## src/rtl/alu_op_sequencer.sv

```systemverilog
// alu_op_sequencer: issues one op to a combinational ALU, repeating 1-bit shifts/rotates SHAMT times
module alu_op_sequencer #(
  parameter int DATA_W  = 32,
  parameter int SHAMT_W = 5
) (
  input  logic              CLK,
  input  logic              RSTn,
  input  logic              req_valid,
  output logic              req_ready,
  input  logic [3:0]        req_op,
  input  logic [DATA_W-1:0] req_a,
  input  logic [DATA_W-1:0] req_b,
  input  logic [SHAMT_W-1:0] req_shamt,
  output logic              rsp_valid,
  input  logic              rsp_ready,
  output logic [DATA_W-1:0] rsp_c,
  output logic              rsp_cout,
  output logic [DATA_W-1:0] alu_a,
  output logic [DATA_W-1:0] alu_b,
  output logic [3:0]        alu_op,
  input  logic [DATA_W-1:0] alu_c,
  input  logic              alu_cout,
  output logic              busy
);
  typedef enum logic [1:0] {IDLE, EXEC, DONE} state_t;
  localparam logic [3:0] OP_PASS = 4'b1000;
  state_t               state, state_nx;
  logic [3:0]           op_r;
  logic [DATA_W-1:0]    a_r, b_r;
  logic [SHAMT_W-1:0]   cnt;
  logic                 accept, shift_op, zero_shamt, last;
  assign shift_op   = req_op[3] & (req_op[2] | req_op[1]);
  assign zero_shamt = req_shamt == '0;
  assign accept     = req_valid & req_ready;
  assign last       = cnt == SHAMT_W'(1);
  assign req_ready  = state == IDLE;
  assign busy       = state != IDLE;
  // ALU inputs are forced quiet outside EXEC so nothing downstream toggles
  assign alu_a  = state == EXEC ? a_r : '0;
  assign alu_b  = state == EXEC ? b_r : '0;
  assign alu_op = state == EXEC ? op_r : OP_PASS;
  always_ff @(posedge CLK)
    if (!RSTn) state <= IDLE;
    else       state <= state_nx;
  always_comb begin
    state_nx = state;
    if (state == IDLE && req_valid)      state_nx = EXEC;
    else if (state == EXEC && last)      state_nx = DONE;
    else if (state == DONE && rsp_ready) state_nx = IDLE;
  end
  always_ff @(posedge CLK) begin
    if (!RSTn) begin
      op_r      <= OP_PASS;
      a_r       <= '0;
      b_r       <= '0;
      cnt       <= '0;
      rsp_c     <= '0;
      rsp_cout  <= 1'b0;
      rsp_valid <= 1'b0;
    end else begin
      if (accept) begin
        op_r <= shift_op && zero_shamt ? OP_PASS : req_op;
        a_r  <= req_a;
        b_r  <= req_b;
        cnt  <= shift_op && !zero_shamt ? req_shamt : SHAMT_W'(1);
      end
      // each pass feeds the result back as A for the next 1-bit step
      if (state == EXEC) begin
        a_r <= alu_c;
        cnt <= cnt - SHAMT_W'(1);
        if (last) begin
          rsp_c     <= alu_c;
          rsp_cout  <= op_r[3:1] == 3'b000 ? alu_cout : 1'b0;
          rsp_valid <= 1'b1;
        end
      end
      if (state == DONE && rsp_ready) rsp_valid <= 1'b0;
    end
  end
endmodule

```

## config.mk

```make
export PLATFORM = sky130hd
export DESIGN_NAME = alu_op_sequencer
export DESIGN_NICKNAME = d
export VERILOG_FILES = /design/src/rtl/alu_op_sequencer.sv
export SDC_FILE = /design/constraint.sdc
export NUM_CORES = 1
export LEC_CHECK = 0
export CAP_MARGIN = 20
export CORE_ASPECT_RATIO = 1.4
export CORE_MARGIN = 2
export CORE_UTILIZATION = 30
export CTS_CLUSTER_SIZE = 24
export DETAILED_ROUTE_END_ITERATION = 7
export SETUP_SLACK_MARGIN = 0.3
export SYNTH_ARGS = -nofsm -noshare
export SYNTH_HDL_FRONTEND = slang
export SYNTH_SLANG_ARGS = --single-unit
```

## constraint.sdc

```tcl
create_clock -name CLK -period 1.5 [get_ports CLK]
set_input_delay 0.225 -clock CLK [delete_from_list [all_inputs] [get_ports CLK]]
set_output_delay 0.225 -clock CLK [all_outputs]
set_load 0.02 [all_outputs]
```

Word level (Yosys, flattened, before mapping)
Index checks and enable logic that the tools add are counted.
Widths: inputs -> output; s select.
{ "word_totals": {"regBits": 109, "input_bits": 110} }
{ "classes": {"bitwise": 4, "n_reduce_logical": 16, "mux": 13, "eq_ne": 3, "addsub": 1} }
{ "op_table": {"columns": ["cell", "count"], "rows": [
  ["$mux 32", 4],
  ["$mux 5", 3],
  ["$mux 4", 2],
  ["$reduce_bool 2->1", 3],
  ["$eq 5x1->1 const B", 1],
  ["$logic_and 1x1->1", 5],
  ["$logic_not 5->1", 1],
  ["$sub 5x1->5 const B", 1],
  ["$mux 2", 2],
  ["$reduce_or 2->1", 2],
  ["$logic_not 3->1", 1],
  ["$reduce_bool 3->1", 1],
  ["$and 1x1->1", 2],
  ["$eq 2x1->1 const B", 1],
  ["$eq 2x2->1 const B", 1],
  ["$logic_not 2->1", 1],
  ["$mux 1", 2],
  ["$reduce_and 2->1", 1],
  ["$logic_not 1->1", 1],
  ["$not 1->1", 1],
  ["$or 1x1->1", 1]
]} }

Longest topological paths before layout
{ "logic_depth": {"depth_word": 6, "depth_mapped": 7, "ltp_nobuf": 5} }

Worst setup path before layout
OpenSTA, ideal clock, no wires.
{ "synth_path": {"kind": "reg2out", "startpoint": "register state[0]", "endpoint": "output port alu_b[15]", "required_time_ns": 1.275, "path_buffers": 3, "path_slack_ns": -0.100, "arrival_time_ns": 1.375, "path_stages_with_launch": 6, "cell_sequence": "dfxtp_1 > buf_2 > and2b_1 > clkbuf_1 > clkbuf_1 > and2_1"} }
{ "synth_between": {"elab_chain_cells": 2} }
{ "synth_rtl": {"columns": ["item", "line_no", "rtl"], "rows": [
  ["start: declaration", "27", "state_t state, state_nx;"],
  ["start signal: assignment", "44", "else state <= state_nx;"],
  ["$eq 2x1->1", "40", "assign alu_b = state == EXEC ? b_r : '0;"],
  ["$mux 32", "40", null],
  ["end: declaration", "19", "output logic [DATA_W-1:0] alu_b,"]
]} }
No other way between the ends.

Final worst setup path
{ "layout_path": {"startpoint": "register state[1]", "endpoint": "register a_r[12]"} }
{ "layout_between": {"elab_chain_cells": 3, "elab_cells_between_ends": 5} }
{ "layout_rtl": {"columns": ["item", "line_no", "rtl"], "rows": [
  ["$logic_not 2->1", "36", "assign req_ready = state == IDLE;"],
  ["$and 1x1->1", "34", "assign accept = req_valid & req_ready;"],
  ["$reduce_bool 2->1 (no source line)", null, null],
  ["end signal: assignment", "63", "a_r <= req_a;"],
  ["end signal: assignment", "69", "a_r <= alu_c;"],
  ["end: declaration", "29", "logic [DATA_W-1:0] a_r, b_r;"]
]} }
Parallel ways exist; a longest one is shown, timed or not.
A chain may end at the register's enable or synchronous reset.

==> out/metrics.yaml <==
status: "complete, but fails checks"
violations: "negative setup slack"
synth_nets: 700
required_ns: 1.73
stdcell_area_sq_um: 9060
slowest_delay_ns: 0.48
leakage_nw: 3.70
pwr-share-clk: 0.320
synth_xor_area_frac: 0.00179
grt_pass1_wl_microns: 28900
synth_top_family_by_area: "simple AND/OR/NAND/NOR gates"
finalNonFillerCells: 1040
die_w_microns: 112
max_freq_mhz: 555
viasPerCell: 4.98
pre_cts_slack_ns: -0.277
synthArstFlopShare: 0
syn_area_sq_um: 4910
crit_arrival_ns: 2.03
synth_ff_type: "dfxtp_1"
finalPower_mw: 8.47
die-area_sq_um: 17400
drv_slew: 0
power_density_nw_per_um2: 934
final_core_util: 0.563
critPathTopFamily: "buffers and inverters"
yosysSeqAreaShare: 0.445
drive_above_1_share: 0.439
vias: 5177
area_growth_pct: 84.8
initial_core_util: 0.305
yosys_warnings: 0
diodes: 0
cp-end-kind: "register"
setup_viol_count_final: 179
power_frac_seq: 0.380
n_fill_cell: 1452
numCtsBuffers: 9
cp_common_cell: "buf_6"
grt_setup_unrepaired: "yes"
cp_cell_sequence: "buf_6 -> buf_8 -> buf_6 -> or3b_4 -> buf_12 -> buf_16 -> o221ai_2 -> nor2_1"
htreeDepth: 3
fin_skew_ns: 0.0134
drt_wl_total_microns: 19000
cap_violations: 0
clkSinkCount: 109
netlist_instances: 588
vdd_ir_drop_max_v: 0.000589
hold_class: "in2reg"
postPlaceCellArea_sq_um: 7730
combPwrFrac: 0.300
grt_pass1_vias: 5355
drc_errors: 0
cts_buffer_depth: 2
antenna_found_initial: 0
place_congestion: 0.764
cts_root_buf: "clkbuf_16"
path_class: "reg2reg"
hold_viol_final: 0
postCtsHoldBufs: 0
synthSimpleGateAreaFrac: 0.262
hpwl_microns: 11600
rows: 55
drtIter0Drc: 262
cp_num_buf_inv: 5
detail-route-antenna-nets: 0
slowest_stage: "or3b_4"
min_period_over_period: 1.20
synth_fa_ha_area_frac: 0.00510
synthMuxAreaShare: 0.00230
p_sw_mw: 2.52
post_synth_num_cell_types: 38
wl_per_cell_microns: 18.3
critPathLaunchType: "register"
grt_max_degree: 50
ioPinCount: 214
dp_cells: 977
min_period_ns: 1.80
slew_headroom: 0.716
synth_compound_area_frac: 0.221
syn_avg_cell_area_sq_um: 8.34
tightest_slew_ns: 0.420
p_sw_frac: 0.298
setup-tns-final_ns: -38.11
synth_seq_cells: 109
dieHeight_microns: 155
cts_tree: "done"
setup_ws_ns: -0.301
grt_util_all_layers: 0.208
critPathMaxFanout: 8
core_sq_um: 16100
dr.pass1.iters: 6
intPower_mw: 5.95
grt.overflow.total: 0
worstSkewPairLatency_ns: 0.36
synth-edff-count: 0
fin_nets: 948
path_clk_slew_ns: 0.08
holdWs_ns: 0.198
portBuffers: 213
## layer usage
layer  global-route usage  wire length [microns]  up-vias  share of wire
met4               0.0534                    250        0          0.013
met2                0.378                   9840      202           0.52
met1                0.245                   7710     2446           0.41
met3               0.0503                   1240       20          0.065
li1                     -                      -     2509              -
met5                    0                      0        -              0
## what timing repair did
item | 4_1_cts | 5_1_grt
setup endpoints to repair | 213 | 184
setup buffers | 22 | 9
gates cloned | 14 | 2
resized for setup | 559 | 64
pin swaps | 51 | 17
## path summary, 6_finish.rpt
kind                 start  endpoint  slack, ns  cells past startpoint
setup / recovery  state[1]   a_r[12]      -0.30                      8
hold / removal        RSTn   op_r[3]       0.20                      2
setup reg to reg  state[1]   a_r[12]      -0.30                      8
hold reg to reg    b_r[13]   b_r[13]       0.45                      2
## cells by family (layout without fill, tap and decap cells)
| group | Yosys count | in the layout |
|---|---|---|
| xor gates and xnor gates | 1 | 1 |
| DFF | 109 | 109 |
| adders and majority gates | 2 | 2 |
| AOI/OAI and AO/OA | 153 | 153 |
| and+or+nand+nor | 262 | 262 |
| muxes | 1 | 1 |
| buffers and inverters | 60 | 313 |
## cell usage after synthesis, drive strengths merged, types with 2 or more instances
| library cell | number | share of area |
|---|---|---|
| nand3 | 36 | 0.037 |
| and2 | 67 | 0.085 |
| nand2b | 4 | 0.0051 |
| dfxtp | 109 | 0.44 |
| o21a | 2 | 0.0031 |
| nand3b | 2 | 0.0031 |
| ha | 2 | 0.0051 |
| nor2 | 67 | 0.051 |
| o21ai | 39 | 0.040 |
| and3 | 4 | 0.0051 |
| o221ai | 32 | 0.057 |
| nor3 | 2 | 0.0020 |
| a211oi | 3 | 0.0046 |
| a21oi | 4 | 0.0041 |
| a21boi | 68 | 0.10 |
| buf | 23 | 0.035 |
| inv | 5 | 0.0038 |
| clkbuf | 32 | 0.024 |
| nand2 | 71 | 0.054 |
| o211ai | 2 | 0.0031 |
| nor4b | 2 | 0.0066 |
## cell type report
| cell class | count | area (sq um) | share of cell area |
|---|---|---|---|
| Clock inverter | 7 | 116 | 0.0128 |
| Tap cell | 199 | 249 | 0.0275 |
| Sequential cell | 109 | 2190 | 0.241 |
| Timing Repair Buffer | 292 | 3110 | 0.343 |
| Clock buffer | 9 | 225 | 0.0248 |
| Multi-Input combinational cell | 419 | 3160 | 0.348 |
| Inverter | 5 | 18.8 | 0.00207 |
## worst register-to-register path: stages (launching register included)
cell and delay, ns:
dfxtp_2 0.33, buf_6 0.11, buf_8 0.11, buf_6 0.12, or3b_4 0.48, buf_12 0.17, buf_16 0.15, o221ai_2 0.16
nor2_1 0.07
## layout by cell type (no fill, tap or decap), types with 3 or more instances in the layout
| master | instances |
|---|---|
| and2_2 | 8 |
| nand2_4 | 4 |
| buf_2 | 42 |
| buf_8 | 3 |
| clkdlybuf4s50_1 | 108 |
| nand3_2 | 5 |
| a21boi_2 | 3 |
| dfxtp_1 | 106 |
| buf_6 | 35 |
| o221ai_2 | 24 |
| clkbuf_16 | 11 |
| nand3_1 | 30 |
| nor2_1 | 65 |
| inv_1 | 4 |
| and2_4 | 59 |
| o221ai_4 | 8 |
| o21ai_2 | 33 |
| buf_4 | 65 |
| buf_16 | 14 |
| nand2_1 | 67 |
| a21boi_0 | 27 |
| dfxtp_2 | 3 |
| a21boi_1 | 38 |
| buf_12 | 21 |
| o21ai_0 | 5 |
## state kept, by name (all words and copies together), names as in the netlist
signal,count
rsp_cout,1
cnt,5
state,2
a_r,32
op_r,4
b_r,32
rsp_c,32
rsp_valid,1
## power groups by stage
stage | combinational [mW] | clock (mW) | sequential, mW
after floorplan | 1.01 | 0 | 3.28
after global placement | 1.83 | 0 | 3.27
after detailed placement | 1.86 | 0 | 3.28
after CTS | 2.40 | 2.77 | 3.22
after global routing | 2.70 | 2.88 | 3.25
final | 2.54 | 2.71 | 3.22
(Power assumes the default switching activity.)
